==> config.mk <==
export PLATFORM = sky130hd
export DESIGN_NAME = if_predict
export DESIGN_NICKNAME = d
export VERILOG_FILES = /design/src/rtl/if_predict.sv
export SDC_FILE = /design/constraint.sdc
export NUM_CORES = 2
export LEC_CHECK = 0
export CORE_MARGIN = 2
export CORE_UTILIZATION = 60
export CTS_CLUSTER_DIAMETER = 200
export DETAILED_ROUTE_END_ITERATION = 7
export PLACE_DENSITY_LB_ADDON = 0.12
export SKIP_CTS_REPAIR_TIMING = 1
export SLEW_MARGIN = 30
export SYNTH_ARGS = -nofsm -noshare
export SYNTH_HDL_FRONTEND = slang
export SYNTH_SLANG_ARGS = --single-unit
==> constraint.sdc <==
create_clock -name clk -period 16.7 [get_ports clk]
set_input_delay 3.34 -clock clk [delete_from_list [all_inputs] [get_ports clk]]
set_output_delay 3.34 -clock clk [all_outputs]
set_load 0.01 [all_outputs]
==> src/rtl/if_predict.sv <==
// Instruction fetch stage with a direct-mapped BTB and 2-bit direction counters.
// Handles imem handshake, decode stall, and execute redirects.
module if_predict #(
    parameter int          BTB_ENTRIES = 16,
    parameter logic [31:0] RESET_PC    = 32'h00000060,
    parameter logic [1:0]  CTR_INIT    = 2'b01
) (
    input  logic        clk,
    input  logic        rst,
    input  logic        stall,
    input  logic        imem_resp,
    output logic        imem_read,
    output logic [31:0] imem_address,
    output logic [31:0] pc_out,
    output logic        if_valid,
    output logic        pred_taken,
    output logic [31:0] pred_target,
    input  logic        resolve_valid,
    input  logic [31:0] resolve_pc,
    input  logic        resolve_taken,
    input  logic [31:0] resolve_target,
    input  logic        redirect,
    input  logic [31:0] redirect_pc
);

    localparam int IDX   = $clog2(BTB_ENTRIES);
    localparam int TAG_W = 30 - IDX;

    typedef enum logic [1:0] {
        FETCH,
        HOLD,
        DISCARD
    } state_t;

    state_t      state_q, state_d;
    logic [31:0] pc_q, pc_d;
    logic [31:0] latch_q, latch_d;

    logic             btb_valid_q  [BTB_ENTRIES];
    logic [TAG_W-1:0] btb_tag_q    [BTB_ENTRIES];
    logic [31:0]      btb_target_q [BTB_ENTRIES];
    logic [1:0]       btb_ctr_q    [BTB_ENTRIES];

    logic [IDX-1:0]   lk_idx;
    logic [TAG_W-1:0] lk_tag;
    logic             lk_hit;
    logic             lk_taken;
    logic [31:0]      pc_plus4;
    logic [31:0]      redir_pc;

    logic [IDX-1:0]   rs_idx;
    logic [TAG_W-1:0] rs_tag;
    logic             rs_hit;
    logic             wr_en;
    logic [31:0]      wr_target;
    logic [1:0]       wr_ctr;
    logic             unused_rs_lo;

    assign unused_rs_lo = ^resolve_pc[1:0];

    // Lookup on the current PC
    assign lk_idx   = pc_q[IDX+1:2];
    assign lk_tag   = pc_q[31:IDX+2];
    assign lk_hit   = btb_valid_q[lk_idx] && (btb_tag_q[lk_idx] == lk_tag);
    assign lk_taken = lk_hit && btb_ctr_q[lk_idx][1];
    assign pc_plus4 = pc_q + 32'd4;
    assign redir_pc = redirect_pc & 32'hFFFF_FFFE;

    assign pred_target  = lk_taken ? btb_target_q[lk_idx] : pc_plus4;
    assign pred_taken   = lk_taken && !rst;
    assign pc_out       = pc_q;
    assign imem_address = pc_q;

    always_comb begin
        state_d   = state_q;
        pc_d      = pc_q;
        latch_d   = latch_q;
        imem_read = 1'b0;
        if_valid  = 1'b0;
        if (!rst) begin
            unique case (state_q)
                FETCH: begin
                    imem_read = 1'b1;
                    if (redirect) begin
                        if (imem_resp) begin
                            pc_d = redir_pc;
                        end else begin
                            latch_d = redir_pc;
                            state_d = DISCARD;
                        end
                    end else if (imem_resp) begin
                        if_valid = 1'b1;
                        if (stall) begin
                            state_d = HOLD;
                        end else begin
                            pc_d = pred_target;
                        end
                    end
                end
                HOLD: begin
                    if (redirect) begin
                        pc_d    = redir_pc;
                        state_d = FETCH;
                    end else begin
                        if_valid = 1'b1;
                        if (!stall) begin
                            pc_d    = pred_target;
                            state_d = FETCH;
                        end
                    end
                end
                DISCARD: begin
                    imem_read = 1'b1;
                    if (redirect) begin
                        if (imem_resp) begin
                            pc_d    = redir_pc;
                            state_d = FETCH;
                        end else begin
                            latch_d = redir_pc;
                        end
                    end else if (imem_resp) begin
                        pc_d    = latch_q;
                        state_d = FETCH;
                    end
                end
                default: state_d = FETCH;
            endcase
        end
    end

    // Resolve-side update of the indexed entry
    assign rs_idx = resolve_pc[IDX+1:2];
    assign rs_tag = resolve_pc[31:IDX+2];
    assign rs_hit = btb_valid_q[rs_idx] && (btb_tag_q[rs_idx] == rs_tag);

    always_comb begin
        wr_en     = 1'b0;
        wr_target = btb_target_q[rs_idx];
        wr_ctr    = btb_ctr_q[rs_idx];
        if (resolve_valid) begin
            if (rs_hit) begin
                wr_en = 1'b1;
                if (resolve_taken) begin
                    wr_target = resolve_target;
                    if (wr_ctr != 2'b11) wr_ctr = wr_ctr + 2'b01;
                end else begin
                    if (wr_ctr != 2'b00) wr_ctr = wr_ctr - 2'b01;
                end
            end else if (resolve_taken) begin
                wr_en     = 1'b1;
                wr_target = resolve_target;
                wr_ctr    = 2'b10;
            end
        end
    end

    always_ff @(posedge clk) begin
        if (rst) begin
            state_q <= FETCH;
            pc_q    <= RESET_PC;
            latch_q <= 32'h0;
        end else begin
            state_q <= state_d;
            pc_q    <= pc_d;
            latch_q <= latch_d;
        end
    end

    always_ff @(posedge clk) begin
        if (rst) begin
            for (int i = 0; i < BTB_ENTRIES; i++) begin
                btb_valid_q[i]  <= 1'b0;
                btb_tag_q[i]    <= '0;
                btb_target_q[i] <= 32'h0;
                btb_ctr_q[i]    <= CTR_INIT;
            end
        end else if (wr_en) begin
            btb_valid_q[rs_idx]  <= 1'b1;
            btb_tag_q[rs_idx]    <= rs_tag;
            btb_target_q[rs_idx] <= wr_target;
            btb_ctr_q[rs_idx]    <= wr_ctr;
        end
    end

endmodule

# Word level (Yosys, flattened, before mapping)
# Memory sizes are Yosys's and may differ from the RTL's. A register that Yosys moved wholly into a read port is not among the register bits.
# Index checks and enable logic that the tools add are counted.
# word_totals
ram_bits	976
register_bits	65
elab_cells	101
n_memories	4
in_bits	103
# mem_list
memory	depth	width	read_ports	rd_ports_with_merged_regs	wr	line_no	source
btb_target_q	16	32	1	1	16	41	logic [31:0] btb_target_q [BTB_ENTRIES];
btb_tag_q	16	26	2	1	16	40	logic [TAG_W-1:0] btb_tag_q [BTB_ENTRIES];
btb_ctr_q	16	2	2	1	16	42	logic [1:0] btb_ctr_q [BTB_ENTRIES];
btb_valid_q	16	1	2	1	16	39	logic btb_valid_q [BTB_ENTRIES];
# classes
addsub	3
n_reduce_logical	17
eq_ne	13
n_bitwise	1
muxes	60
# ops
op	count
32-bit two-way mux	11
32-bit one-hot mux with 3 select lines	1
26-bit == test	2
4-bit two-way mux	12
32-bit by 3-bit adder with 32-bit output, second input constant	1
32-bit OR reduction	1
2-bit two-way mux	14
26-bit two-way mux	1
26-bit OR reduction	1
1-bit two-way mux	19
3-bit inequality test, second input constant	5
3-bit AND reduction	3
2-bit inequality test, second input constant	3
2-bit one-hot mux with 3 select lines	1
5-bit AND reduction	1
1-bit logical AND	4
2-bit OR reduction	2
3-bit nonzero test	1
2-bit by 1-bit adder with 2-bit output, second input constant	1
2-bit by 1-bit == test with 1-bit output, second input constant	1
2-bit == test, second input constant	1
2-bit logical NOT	1
1-bit one-hot mux with 2 select lines	1
2-bit nonzero test	1
5 further kinds	5

# Logic depth before layout (Yosys ltp)
# An unclocked memory read counts as a cell.
# logic_depth
depth_word	11
mapped_depth	16
depth_no_buf	9

# Least setup slack after synthesis
# Ideal clock, no wire load.
# synth_timing
path_kind	in2reg
startpoint	input port resolve_pc[2]
endpoint	memory btb_target_q[15][0] (enable)
arrival_ns	7.403
path_slack_ns	8.831
required_time_ns	16.234
stages	9
cell_sequence	clkbuf_1 > buf_6 > buf_6 > buf_2 > clkbuf_1 > and2_1 > clkbuf_1 > nand2_1 > o21ai_0
# synth_rtl
element	line_no	source
from (decl)	19	input logic [31:0] resolve_pc,
to (decl)	41	

==> impl_metrics.yaml <==
run_status:
  outcome: "completed"
logic_synthesis:
  yosys.area_share.simple: 0.150
  synth.distinct_cells: 71
  postSynthCellCount: 3847
  synth-xor-area-share: 0.0130
  ys_ff_latch: 1045
  synth_top_family_by_area: "multiplexers"
  synth_compound_area_frac: 0.0453
  yosys-top-cells-area: "edfxtp_1 (53%), mux4_2 (16%), and2_1 (9.7%), dfxtp_1 (3.2%), clkbuf_1 (1.6%)"
  synth_area_leader_cell: "edfxtp_1"
  ys_seq_area_frac: 0.566
  synth_nets: 3954
  synth_edf_count: 960
  async_reset_ff_frac: 0
  synth_fa_ha_area_frac: 0.000927
  synth_ff_type: "edfxtp_1"
  yosysWarnings: 0
  synth_mux_area_frac: 0.190
  synth.top_cell.area_share: 0.534
  synth.avg_cell_area_sq_um: 14.0
  synth_area_sq_um: 54000
worst_setup_path:
  cp_slowest_cell: "buf_4"
  cp.arrival_ns: 7.23
  crit_required_ns: 13.36
  cp_top_family: "buffers and inverters"
  critPathMaxFanout: 50
  cpPeakStageDelay_ns: 0.85
  critical_path_class: "reg -> out"
  critPathBufInv: 3
  worstPathCellList: "buf_4 -> buf_4 -> mux4_2 -> mux2i_1 -> mux2i_1 -> xor2_1 -> a2111oi_0 -> and4_1 -> nand3_4 -> mux2_2 -> clkdlybuf4s50_1"
  end_kind: "primary output"
  critPathLaunchType: "flip-flop"
clock_network:
  insertion_delay_ns: 0.71
  h-tree-depth: 3
  cts_root_buf: "clkbuf_16"
  cts-buffers-inserted: 108
  clock_sink_count: 1045
  clk_pin_slew_worst_paths_ns: 0.06
  cts_tree: "built"
  cts_max_path_buffers: 3
sta:
  final.setup_skew_ns: 0.0328
  setup_tns_ns: 0
  hold_viol_final: 0
  worst_pin_slew_ns: 0.964
  fmax_mhz: 94.6
  finalSetupViolCount: 0
  finalMaxSlewViolations: 0
  hold_slack_ns: 0.460
  period_share: 0.633
  rsz0062_at_grt: "no"
  relSlewSlack: 0.357
  period_needed_ns: 10.57
floorplanning:
  initial_core_util: 0.602
  chipWidth_microns: 304
  io_pins: 202
  dieHeight_microns: 304
  dieArea_sq_um: 92400
  core_area_sq_um: 89600
  core.rowCount: 110
min_path:
  min_path_type: "reg -> reg"
  hold_start: "latch_q[1]$_SDFFE_PP0P_"
global_routing:
  grt.overflow.total: 0
  antenna_found_initial: 16
  grt_pass1_vias: 35979
  grt_pass1_wl_microns: 244000
  grt_max_degree: 109
  track_usage: 0.365
pwr:
  leakage_nw: 21.1
  powerDensity_nw_per_um2: 112
  ir_worst_vdd_mv: 0.0933
place:
  placed_cell_area_sq_um: 56900
  dp_cells: 4926
  gp_congestion: 0.918
  hpwl_microns: 97600
  portBuffers: 198
final_layout:
  drive_above_1_share: 0.204
  final_area_sq_um: 60500
  layout_commonest_cell: "edfxtp_1"
  syn_to_final_growth_pct: 12.1
  layout.cells.non_filler: 5141
  layout.nets: 3971
  final_cell_mix: "edfxtp_1 (960), and2_1 (837), mux4_2 (388)"
  fin_util: 0.676
job:
  maxCapViolations: 0
drt:
  detail_route.vias_per_cell: 6.89
  drt-wirelength-per-cell_microns: 32.6
  routed-via-count: 35417
  wirelength_microns: 167000
  drtIter0Drc: 4935
  final_antenna_net_count: 0
  detail_route.drc_violations: 0
  drtPass1Iterations: 6
power breakdown:
| part | internal (mW) | switching [mW] | leakage, nW |
|---|---|---|---|
| sequential | 3.00 | 0.109 | 9.85 |
| combinational | 0.534 | 0.741 | 9.55 |
| clock | 1.36 | 1.03 | 1.70 |
| total | 4.90 | 1.88 | 21.1 |
cells in the mapped netlist (all sizes together), types with 9 or more instances:
cell type  instances
nor2             110
a222oi            29
xor2              23
nand2b            16
a21o              52
nor3              12
nor2b             14
o211ai             9
clkbuf           246
nand3             25
nor3b             10
and3             114
dfxtp             85
or2                9
edfxtp           960
mux4             388
inv               16
xnor2             57
nand2            223
buf              150
mux2i             75
a22oi              9
a31oi             11
o21ai            110
nand4             15
a21oi             88
mux2              62
and2             837
and4               9
final cells by class:
cell class / instances / area [sq um]
Antenna cell: 13 / 32.5
Clock buffer: 125 / 2790
Clock inverter: 73 / 687
Fill cell: 6134 / 29100
Inverter: 16 / 61.3
Multi-Input combinational cell: 2390 / 21900
Sequential cell: 1045 / 30500
Tap cell: 1176 / 1470
Timing Repair Buffer: 303 / 3050
tightest hold or removal path, cell delays in order (launching register included):
cell and delay [ns]:
dfxtp_1 0.31, nand2_1 0.05, a21oi_1 0.05
state kept, by name, indices dropped and copies added, names as in the netlist, named ones only:
name,count
btb_ctr_q,32
btb_tag_q,416
btb_target_q,512
btb_valid_q,16
imem_address,32
latch_q,31
state_q,2
path summary, 6_finish.rpt:
path	end	slack, ns	cells after the start
worst max-delay path	pred_target[31]	6.13	11
worst min-delay path	latch_q[1]$_SDFFE_PP0P_	0.46	2
worst max register to register	flip-flop	10.36	11
worst min register to register	latch_q[1]$_SDFFE_PP0P_	0.46	2
through the flow:
step | setup slack, ns | power [mW]
finish | 6.13 | 6.78
global route | 5.99 | 6.95
CTS | 6.21 | 6.75
detailed placement | 6.53 | 4.40
global placement | 6.52 | 4.37
floorplan | 8.83 | 3.91
kinds of logic after synthesis:
kind of cell	Yosys count
simple gates	1411
flops	1045
mux	525
buf+inv	412
compound gates	370
xor+xnor	80
fa+ha+maj	4
layer usage:
metal	wire length (microns)	GRT usage
met3	19500	0.0896
met1	58900	0.474
met5	116	0
met2	78800	0.570
met4	10100	0.205
Power figures use the tool's default switching activity.
